==> src/rtl/sweep_ctrl_if.sv <==
// Host/counter-facing signal bundle for sweep_ctrl.
// Latency: none; wiring only.
// Backpressure: none; stop is the only way to halt a running sweep.
interface sweep_ctrl_if #(
  parameter int SIZE  = 8,
  parameter int CYC_W = 8
);
  logic             start;
  logic             stop;
  logic [SIZE-1:0]  lo;
  logic [SIZE-1:0]  hi;
  logic [CYC_W-1:0] cycles;
  logic [SIZE-1:0]  count_in;
  logic             cnt_enable;
  logic             cnt_up_down;
  logic [SIZE-1:0]  cnt_load;
  logic             busy;
  logic             done;
  logic             err;

  // Host side plus the counter's count feedback.
  modport master (
    output start, stop, lo, hi, cycles, count_in,
    input  cnt_enable, cnt_up_down, cnt_load, busy, done, err
  );

  // Sequencer side.
  modport slave (
    input  start, stop, lo, hi, cycles, count_in,
    output cnt_enable, cnt_up_down, cnt_load, busy, done, err
  );
endinterface

==> src/rtl/sweep_ctrl.sv <==
// Sequencer driving an up/down counter through a triangular sweep lo..hi; optional bound dwell via SWEEP_CTRL_DWELL_EN.
// Latency: start sampled at edge k -> LOAD in cycle k+1; cnt_* are Mealy on state/count_in; busy/done/err registered.
// Backpressure: none; stop or an out-of-range count aborts to IDLE with cnt_enable forced low that cycle.
module sweep_ctrl #(
  parameter int SIZE  = 8,
  parameter int CYC_W = 8
`ifdef SWEEP_CTRL_DWELL_EN
  , parameter int DWELL = 4
`endif
) (
  input logic         clk,
  input logic         reset,
  sweep_ctrl_if.slave bus
);

  typedef enum logic [2:0] {
    IDLE,
    LOAD,
    UP,
    DOWN
`ifdef SWEEP_CTRL_DWELL_EN
    , HOLD_HI,
    HOLD_LO
`endif
  } state_t;

  state_t           state_q, state_d;
  logic [SIZE-1:0]  lo_q, lo_d;
  logic [SIZE-1:0]  hi_q, hi_d;
  logic [CYC_W-1:0] cyc_q, cyc_d;
  logic [CYC_W-1:0] sweep_q, sweep_d;
  logic [CYC_W-1:0] sweep_inc;
  logic             busy_q, done_q, err_q;
  logic             done_set, err_set;
  logic             first_q;
  logic             excursion;
  logic             cnt_enable, cnt_up_down;
  logic [SIZE-1:0]  cnt_load;

`ifdef SWEEP_CTRL_DWELL_EN
  localparam int DW_W = (DWELL > 1) ? $clog2(DWELL + 1) : 1;
  logic [DW_W-1:0] dwell_q, dwell_d;
`endif

  // Next-state and Mealy counter controls; the counter output is checked in the same cycle so bounds are never overshot.
  always_comb begin
    state_d     = state_q;
    lo_d        = lo_q;
    hi_d        = hi_q;
    cyc_d       = cyc_q;
    sweep_d     = sweep_q;
    done_set    = 1'b0;
    err_set     = 1'b0;
    cnt_enable  = 1'b0;
    cnt_up_down = 1'b0;
    cnt_load    = '0;
    sweep_inc   = sweep_q + CYC_W'(1);
    // The first UP cycle after LOAD is exempt: the count may not reflect the load yet.
    excursion   = !first_q && ((bus.count_in > hi_q) || (bus.count_in < lo_q));
`ifdef SWEEP_CTRL_DWELL_EN
    dwell_d     = dwell_q;
`endif
    case (state_q)
      IDLE: begin
        if (bus.start && !bus.stop) begin
          // lo of zero would read as "no load" at the counter.
          if ((bus.lo != '0) && (bus.lo < bus.hi)) begin
            lo_d    = bus.lo;
            hi_d    = bus.hi;
            cyc_d   = bus.cycles;
            sweep_d = '0;
            state_d = LOAD;
          end else begin
            err_set = 1'b1;
          end
        end
      end
      LOAD: begin
        if (bus.stop) begin
          state_d = IDLE;
        end else begin
          cnt_enable  = 1'b1;
          cnt_load    = lo_q;
          cnt_up_down = 1'b1;
          state_d     = UP;
        end
      end
      UP: begin
        if (bus.stop) begin
          state_d = IDLE;
        end else if (excursion) begin
          err_set = 1'b1;
          state_d = IDLE;
        end else if (bus.count_in == hi_q) begin
`ifdef SWEEP_CTRL_DWELL_EN
          dwell_d = DW_W'(DWELL - 1);
          state_d = HOLD_HI;
`else
          cnt_enable  = 1'b1;
          cnt_up_down = 1'b0;
          state_d     = DOWN;
`endif
        end else begin
          cnt_enable  = 1'b1;
          cnt_up_down = 1'b1;
        end
      end
      DOWN: begin
        if (bus.stop) begin
          state_d = IDLE;
        end else if (excursion) begin
          err_set = 1'b1;
          state_d = IDLE;
        end else if (bus.count_in == lo_q) begin
          // Termination is decided on arrival at lo, so the last lo gets no dwell.
          sweep_d = sweep_inc;
          if ((cyc_q != '0) && (sweep_inc == cyc_q)) begin
            done_set = 1'b1;
            state_d  = IDLE;
          end else begin
`ifdef SWEEP_CTRL_DWELL_EN
            dwell_d = DW_W'(DWELL - 1);
            state_d = HOLD_LO;
`else
            cnt_enable  = 1'b1;
            cnt_up_down = 1'b1;
            state_d     = UP;
`endif
          end
        end else begin
          cnt_enable  = 1'b1;
          cnt_up_down = 1'b0;
        end
      end
`ifdef SWEEP_CTRL_DWELL_EN
      // The bound cycle itself is the first dwell cycle; the last hold cycle performs the turnaround step.
      HOLD_HI: begin
        if (bus.stop) begin
          state_d = IDLE;
        end else if (dwell_q == '0) begin
          cnt_enable  = 1'b1;
          cnt_up_down = 1'b0;
          state_d     = DOWN;
        end else begin
          dwell_d = dwell_q - DW_W'(1);
        end
      end
      HOLD_LO: begin
        if (bus.stop) begin
          state_d = IDLE;
        end else if (dwell_q == '0) begin
          cnt_enable  = 1'b1;
          cnt_up_down = 1'b1;
          state_d     = UP;
        end else begin
          dwell_d = dwell_q - DW_W'(1);
        end
      end
`endif
      default: state_d = IDLE;
    endcase
  end

  // State, latched bounds, sweep counter and registered status pulses.
  always_ff @(posedge clk or negedge reset) begin
    if (!reset) begin
      state_q <= IDLE;
      lo_q    <= '0;
      hi_q    <= '0;
      cyc_q   <= '0;
      sweep_q <= '0;
      busy_q  <= 1'b0;
      done_q  <= 1'b0;
      err_q   <= 1'b0;
      first_q <= 1'b0;
`ifdef SWEEP_CTRL_DWELL_EN
      dwell_q <= '0;
`endif
    end else begin
      state_q <= state_d;
      lo_q    <= lo_d;
      hi_q    <= hi_d;
      cyc_q   <= cyc_d;
      sweep_q <= sweep_d;
      busy_q  <= (state_d != IDLE);
      done_q  <= done_set;
      err_q   <= err_set;
      first_q <= (state_q == LOAD);
`ifdef SWEEP_CTRL_DWELL_EN
      dwell_q <= dwell_d;
`endif
    end
  end

  assign bus.cnt_enable  = cnt_enable;
  assign bus.cnt_up_down = cnt_up_down;
  assign bus.cnt_load    = cnt_load;
  assign bus.busy        = busy_q;
  assign bus.done        = done_q;
  assign bus.err         = err_q;

endmodule
==> src/flat_wrapper.sv <==
// flat-port wrapper written by rule: the top's interface ports become plain ports
module sweep_ctrl_flat 
#(
  parameter int SIZE  = 8,
  parameter int CYC_W = 8

)
  (clk, reset, bus_start, bus_stop, bus_lo, bus_hi, bus_cycles, bus_count_in, bus_cnt_enable, bus_cnt_up_down, bus_cnt_load, bus_busy, bus_done, bus_err);
  sweep_ctrl_if #(.SIZE(SIZE), .CYC_W(CYC_W)) bus_i ();
  input logic clk;
  input logic reset;
  input wire logic [$bits(bus_i.start)-1:0] bus_start;
  input wire logic [$bits(bus_i.stop)-1:0] bus_stop;
  input wire logic [$bits(bus_i.lo)-1:0] bus_lo;
  input wire logic [$bits(bus_i.hi)-1:0] bus_hi;
  input wire logic [$bits(bus_i.cycles)-1:0] bus_cycles;
  input wire logic [$bits(bus_i.count_in)-1:0] bus_count_in;
  output wire logic [$bits(bus_i.cnt_enable)-1:0] bus_cnt_enable;
  output wire logic [$bits(bus_i.cnt_up_down)-1:0] bus_cnt_up_down;
  output wire logic [$bits(bus_i.cnt_load)-1:0] bus_cnt_load;
  output wire logic [$bits(bus_i.busy)-1:0] bus_busy;
  output wire logic [$bits(bus_i.done)-1:0] bus_done;
  output wire logic [$bits(bus_i.err)-1:0] bus_err;
  assign bus_i.start = bus_start;
  assign bus_i.stop = bus_stop;
  assign bus_i.lo = bus_lo;
  assign bus_i.hi = bus_hi;
  assign bus_i.cycles = bus_cycles;
  assign bus_i.count_in = bus_count_in;
  assign bus_cnt_enable = bus_i.cnt_enable;
  assign bus_cnt_up_down = bus_i.cnt_up_down;
  assign bus_cnt_load = bus_i.cnt_load;
  assign bus_busy = bus_i.busy;
  assign bus_done = bus_i.done;
  assign bus_err = bus_i.err;
  sweep_ctrl #(.SIZE(SIZE), .CYC_W(CYC_W)) u_core (.clk(clk), .reset(reset), .bus(bus_i));
endmodule
==> config.mk <==
export PLATFORM = sky130hd
export DESIGN_NAME = sweep_ctrl_flat
export DESIGN_NICKNAME = d
export VERILOG_FILES = /design/src/rtl/sweep_ctrl_if.sv /design/src/rtl/sweep_ctrl.sv /design/src/flat_wrapper.sv
export SDC_FILE = /design/constraint.sdc
export NUM_CORES = 1
export LEC_CHECK = 0
export CAP_MARGIN = 0
export CELL_PAD_IN_SITES_DETAIL_PLACEMENT = 0
export CELL_PAD_IN_SITES_GLOBAL_PLACEMENT = 1
export CORE_MARGIN = 1
export CORE_UTILIZATION = 40
export DETAILED_ROUTE_END_ITERATION = 12
export MAX_ROUTING_LAYER = met4
export PLACE_DENSITY_LB_ADDON = 0.1
export SYNTH_ARGS = -nofsm -noshare
export SYNTH_HDL_FRONTEND = slang
export SYNTH_SLANG_ARGS = --single-unit
==> constraint.sdc <==
create_clock -name clk -period 3 [get_ports clk]
set_input_delay 0.6 -clock clk [delete_from_list [all_inputs] [get_ports clk]]
set_output_delay 0.6 -clock clk [all_outputs]
set_load 0.01 [all_outputs]
==> impl_metrics.csv, run 1 <==
group,metric,value,unit
outcome,status,"finished clean",
global_route,antenna_found_initial,0,
route,ant_nets,0,
synth,synthAdderAreaFrac,11.9,%
synth,synthTopCellsByCount,"dfrtp_1 (39), ha_1 (24), inv_1 (24)",
timing,finalWorstSetupSlack,59.0,ps
global_route,grt_busiest_layer,"met1",
clocking,htreeDepth,2,
clocking,cts_sinks,39,
die,ioPinCount,49,
clocking,clock_latency,290,ps
synth,synthSimpleGateAreaFrac,17.1,%
global_route,grt_max_degree,40,
timing,hold_viol,0,
worst_setup_path,startpoint_type,"primary input",
die,initial_core_util,42.1,%
worst_setup_path,cp.arrival,2340,ps
synth,synth.most_common_cell,"dfrtp_1",
finish,final_layout_size_suffix_gt1_share,20.0,%
synth,synth_area,0.00252,mm^2
worst_setup_path,reg2reg_to,"u_core.sweep_q[3]",
timing,worst_pin_slew,866,ps
placed_design,gp_congestion,0.805,
die,die_y,81.4,um
clocking,numCtsBuffers,5,
finish,multi_input_area,0.00147,mm^2
finish,num-nets-final,389,
flow_run,cap_violations,0,
placed_design,dp_cells,395,
timing,fmax,0.340,GHz
synth,synthMuxAreaShare,8.03,%
worst_setup_path,required,2400,ps
timing,fin_skew,4.29,ps
global_route,grt.met2_usage,27.3,%
timing,setup_viol,0,
worst_setup_path,path_max_fanout,3,
worst_setup_path,rrSetupSlack,390,ps
worst_setup_path,reg2reg_from,"u_core.lo_q[6]",
global_route,grt_pass1_wl,9790,um
synth,synth_top_cell_area_share,38.7,%
synth,synth_top_family_by_area,"simple AND/OR/NAND/NOR gates",
clocking,clk_pin_slew,80,ps
global_route,overflow,0,
timing,hold_ws,427,ps
worst_setup_path,crit_type,"primary input to output pin",
synth,synth.net_count,318,
synth,yosys-top-cells-area,"dfrtp_1 (39%), ha_1 (12%), mux2_2 (8.0%)",
synth,ys_warn_count,0,
placed_design,dpl_worst_slack,-432,ps
synth,synth_xor_area_share,4.16,%
global_route,gr-usage-all-layers,20.4,%
global_route,grt.met1_usage,31.3,%
power,power.leakage,1.55,nW
die,rows,28,
die,core_area,0.00599,mm^2
die,dieArea,0.00663,mm^2
finish,synthToLayoutAreaGrowth,33.1,%
route,drt-initial-drc-count,87,
synth,yosysTopAreaCell,"dfrtp_1",
placed_design,dp_hpwl,4690,um
worst_setup_path,cp-end-kind,"output pin",
clocking,cts.path.max_buffers,2,
global_route,gr-usage-met3,3.67,%
worst_setup_path,critPathCapture,"bus_cnt_enable",
route,routedWlPerCell,14.8,um
synth,synth-seq-area-share,38.7,%
die,die_w,81.4,um
clocking,holdBufCountCts,0,
power,ir_drop,0.000275,V
finish,final_cells,405,
route,drc,0,
hold_path,min_path_type,"primary input to async pin",
finish,diodes,0,
route,wirelength,5980,um
timing,finalCriticalPeriod,2940,ps
finish,fillers,560,
synth,synth_edf_count,0,
route,first_pass_iters,4,
finish,seqCellArea,976,um^2
timing,max_slew_margin,42.3,%
finish,layout.core_utilization,56.1,%
synth,synth.distinct_cells,46,
synth,synth-main-ff-cell,"dfrtp_1",
synth,postSynthAreaPerCell,9.78,um^2
route,vias,2092,
synth,async_flop_share,100,%
power,total_power,0.00157,W
clocking,root_buffer,"clkbuf_8",
synth,ys_ff_latch,39,
synth,synth-compound-area-share,14.1,%
clocking,cts_tree,"yes",
power,power_density,468,mW/mm^2
worst_setup_path,r2r_cells,12,
worst_setup_path,startpoint,"bus_count_in[0]",
timing,period_share,98.0,%
synth,synth_cells,258,
timing,drv_slew,0,
route,via_per_inst,5.17,
global_route,grt_pass1_vias,1983,
placed_design,portBuffers,48,
-- metrics by stage --
stage | area (um^2) | TNS [ps]
2_1_floorplan | 2520 | 0
3_3_place_gp | 3190 | -770
3_5_place_dp | 3190 | -806
4_1_cts | 3300 | 0
5_1_grt | 3360 | -10.7
6_report | 3360 | 0
-- report_power, final --
group / leakage (nW) / total, W / internal [W] / switching, W
logic: 1.01 / 0.000530 / 0.000278 / 0.000252
registers: 0.497 / 0.000700 / 0.000622 / 0.0000785
clock network: 0.0422 / 0.000342 / 0.000163 / 0.000179
total: 1.55 / 0.00157 / 0.00106 / 0.000509
-- cells by family after synthesis --
kind of cell,Yosys count
other,1
adder cells (fa/ha/maj),24
AND/OR/NAND/NOR,78
AO/OA/AOI/OAI,55
multiplexers,18
XOR/XNOR,12
buffers and inverters,31
flip-flops,39
-- worst min path at each step --
| stage | start | end | slack [ps] | cells past startpoint |
|---|---|---|---|---|
| floorplan | reset | u_core.bus.busy | 300 | 0 |
| global placement | u_core.hi_q[5] | u_core.hi_q[5] | 460 | 2 |
| detailed placement | u_core.hi_q[4] | u_core.hi_q[4] | 470 | 2 |
| CTS | reset | u_core.state_q[0] | 470 | 1 |
| global route | reset | u_core.state_q[0] | 510 | 1 |
| finish | reset | u_core.state_q[0] | 430 | 1 |
-- state kept, by name, summed over array words and instances, names as in the netlist --
name and cells:
u_core.cyc_q 8, u_core.state_q 3, u_core.hi_q 8, u_core.lo_q 8, u_core.sweep_q 8, u_core.first_q 1, u_core.bus.err 1, u_core.bus.busy 1
u_core.bus.done 1
-- timing repair --
item                       in CTS  in global routing
pin swaps                       9                 14
setup buffers                   1                  1
setup endpoints to repair       2                  8
gates resized for setup        14                 10
-- critical path, cell delays in order --
cell and delay [ps]:
clkdlybuf4s50_1 470, inv_2 60, ha_4 250, nand4_1 90
nor2_1 140, a211o_1 130, o211a_1 180, nor2_2 50
o31ai_1 220, buf_2 160
-- placed cells by master, fill, tap and decap left out, types with 12 or more instances in the layout --
cell,n
o21ai_0,17
clkdlybuf4s50_1,38
dfrtp_1,39
buf_4,22
ha_1,19
a21oi_1,12
mux2_2,18
nor2_1,18
inv_1,23
nand2_1,17
-- layout make-up --
class,count,share of cell area (%)
Multi-Input combinational cell,188,43.9
Sequential cell,39,29.1
Timing Repair Buffer,70,19.1
Inverter,25,2.79
Tap cell,75,2.79
Clock buffer,7,2.27
Clock inverter,1,0.149
-- metal layers --
metal | share of wire (%) | up-vias | routed length [um]
met5 | 0 | - | 0
met4 | 0.43 | 0 | 26
met3 | 5.3 | 2 | 317
met2 | 42 | 53 | 2530
met1 | 52 | 974 | 3100
li1 | - | 1063 | -
Power figures use the tool's default switching activity.
==> inputs of run 2 (changes only) <==
CORE_UTILIZATION = 30   (was 40)
SETUP_SLACK_MARGIN = 0.1   (was not set)
==> run 2 against run 1 <==
Global-route usage shrank 3.9 points; fmax increased by 5.0%; combinational power up 3%; cell area rose by 2.9%; final cell count increased by 8.4%; register-to-register slack worse by 40 ps; highest routed layer unchanged.
==> impl_metrics.csv, run 2 (synthesized netlist as in run 1, its figures left out) <==
group,metric,value,unit
route,wirelength,6390,um
die,core_area,0.00818,mm^2
global_route,grt_pass1_vias,2221,
finish,final_common_cell,"dfrtp_1",
clocking,clock_latency,300,ps
worst_setup_path,rrSetupSlack,350,ps
clocking,cts_tree,"yes",
worst_setup_path,startpoint,"bus_count_in[5]",
route,via_per_inst,4.87,
global_route,overflow,0,
worst_setup_path,crit_type,"primary input to output pin",
worst_setup_path,startpoint_type,"primary input",
hold_path,min_path_type,"primary input to async pin",
timing,hold_ws,415,ps
die,initial_core_util,30.9,%
timing,period_share,93.3,%
clocking,clk_pin_slew,80,ps
global_route,grt_max_degree,40,
finish,final_area,0.00345,mm^2
route,drt-initial-drc-count,48,
global_route,antenna_found_initial,0,
clocking,holdBufCountCts,0,
finish,synthToLayoutAreaGrowth,36.9,%
worst_setup_path,cp-end-kind,"output pin",
placed_design,place_area,0.00323,mm^2
finish,num-nets-final,393,
timing,fmax,0.357,GHz
global_route,grt_pass1_wl,10800,um
worst_setup_path,path_cells,"clkdlybuf4s15_1 > ha_1 > nand4_1 > nor2_2 > a211o_1 > o211a_1 > nor2_4 > o31ai_2 > buf_2",
clocking,cts_sinks,39,
worst_setup_path,slowest_delay,300,ps
worst_setup_path,cp.arrival,2200,ps
die,die_y,93.7,um
worst_setup_path,critPathCapture,"bus_cnt_enable",
die,die_w,93.7,um
worst_setup_path,required,2400,ps
power,power_density,488,mW/mm^2
die,rows,33,
timing,rsz0062_at_grt,"false",
timing,hold_viol,0,
finish,diodes,0,
worst_setup_path,path_max_fanout,3,
die,dieArea,0.00878,mm^2
timing,max_slew_margin,40.6,%
die,ioPinCount,49,
finish,final_cell_mix,"dfrtp_1 (39), clkdlybuf4s50_1 (35), buf_4 (26)",
timing,drv_slew,0,
worst_setup_path,r2r_cells,12,
clocking,htreeDepth,2,
worst_setup_path,reg2reg_from,"u_core.hi_q[5]",
route,drc,0,
power,total_power,0.00169,W
placed_design,portBuffers,48,
outcome,status,"finished clean",
power,power.leakage,1.58,nW
route,ant_nets,0,
timing,worst_pin_slew,891,ps
power,ir_drop,0.000203,V
finish,final_layout_size_suffix_gt1_share,23.7,%
flow_run,cap_violations,0,
timing,fin_skew,7.10,ps
clocking,cts.path.max_buffers,2,
worst_setup_path,timing.critical_path.slowest_stage_cell,"ha_1",
timing,setup_viol,0,
clocking,numCtsBuffers,5,
route,routedWlPerCell,14.5,um
clocking,root_buffer,"clkbuf_8",
timing,finalCriticalPeriod,2800,ps
route,vias,2136,
placed_design,dp_hpwl,5080,um
route,first_pass_iters,3,
global_route,gr-usage-all-layers,16.6,%
worst_setup_path,reg2reg_to,"u_core.sweep_q[3]",
placed_design,gp_congestion,0.785,
-- run 2: repair_timing --
item                                    in CTS  in global routing
resized for setup                           26                 16
endpoints found under the setup margin       9                  8
setup buffers                                4                  2
pin swaps                                   19                 11
-- run 2: metal layers --
layer | routed length (um) | part of all wire (%) | vias to the layer above | global-route usage (%)
li1 | - | - | 1072 | -
met1 | 3110 | 49 | 1028 | 20.9
met2 | 3040 | 48 | 29 | 28.0
met3 | 176 | 2.8 | 7 | 2.67
met4 | 53 | 0.83 | 0 | 3.46
met5 | 0 | 0 | - | -
-- run 2: critical path: cells and delay by family --
family	cells	cell delay, ps
compound gates	3	530
simple gates	3	410
buf+inv	2	350
fa+ha+maj	1	300
-- run 2: layout make-up --
type | instances | area, um^2
Sequential cell | 39 | 976
Fill cell | 851 | 4720
Inverter | 25 | 93.8
Clock buffer | 5 | 68.8
Tap cell | 105 | 131
Multi-Input combinational cell | 188 | 1490
Timing Repair Buffer | 74 | 647
Clock inverter | 3 | 43.8
-- run 2: where the power goes --
group | total [W] | internal [W] | switching (W)
combinational | 0.000547 | 0.000283 | 0.000264
sequential | 0.000694 | 0.000621 | 0.0000730
clock | 0.000445 | 0.000248 | 0.000197
total | 0.00169 | 0.00115 | 0.000534
-- run 2: worst min path at each step --
stage                      end      startpoint  depth (start not counted)  slack [ps]
2_1_floorplan  u_core.bus.busy           reset                          0         300
3_3_place_gp    u_core.hi_q[3]  u_core.hi_q[3]                          2         460
3_5_place_dp    u_core.hi_q[3]  u_core.hi_q[3]                          2         470
4_1_cts         u_core.bus.err           reset                          1         460
5_1_grt        u_core.bus.busy           reset                          1         500
6_report        u_core.bus.err           reset                          1         420
-- run 2: per-stage QoR --
stage | utilization [%] | setup slack (ps) | instances | setup TNS, ps
global route | 42.3 | 74.8 | 439 | 0
CTS | 41.7 | 107 | 437 | 0
detailed placement | 39.5 | -550 | 425 | -1100
finish | 42.3 | 200 | 439 | 0
floorplan | - | 366 | 258 | 0
global placement | 39.5 | -549 | 425 | -1060
==> inputs of run 3 (changes only) <==
CTS_CLUSTER_SIZE = 30   (was not set)
==> results of run 3 <==
Final layout, timing and power as in run 2 (identical DEF).
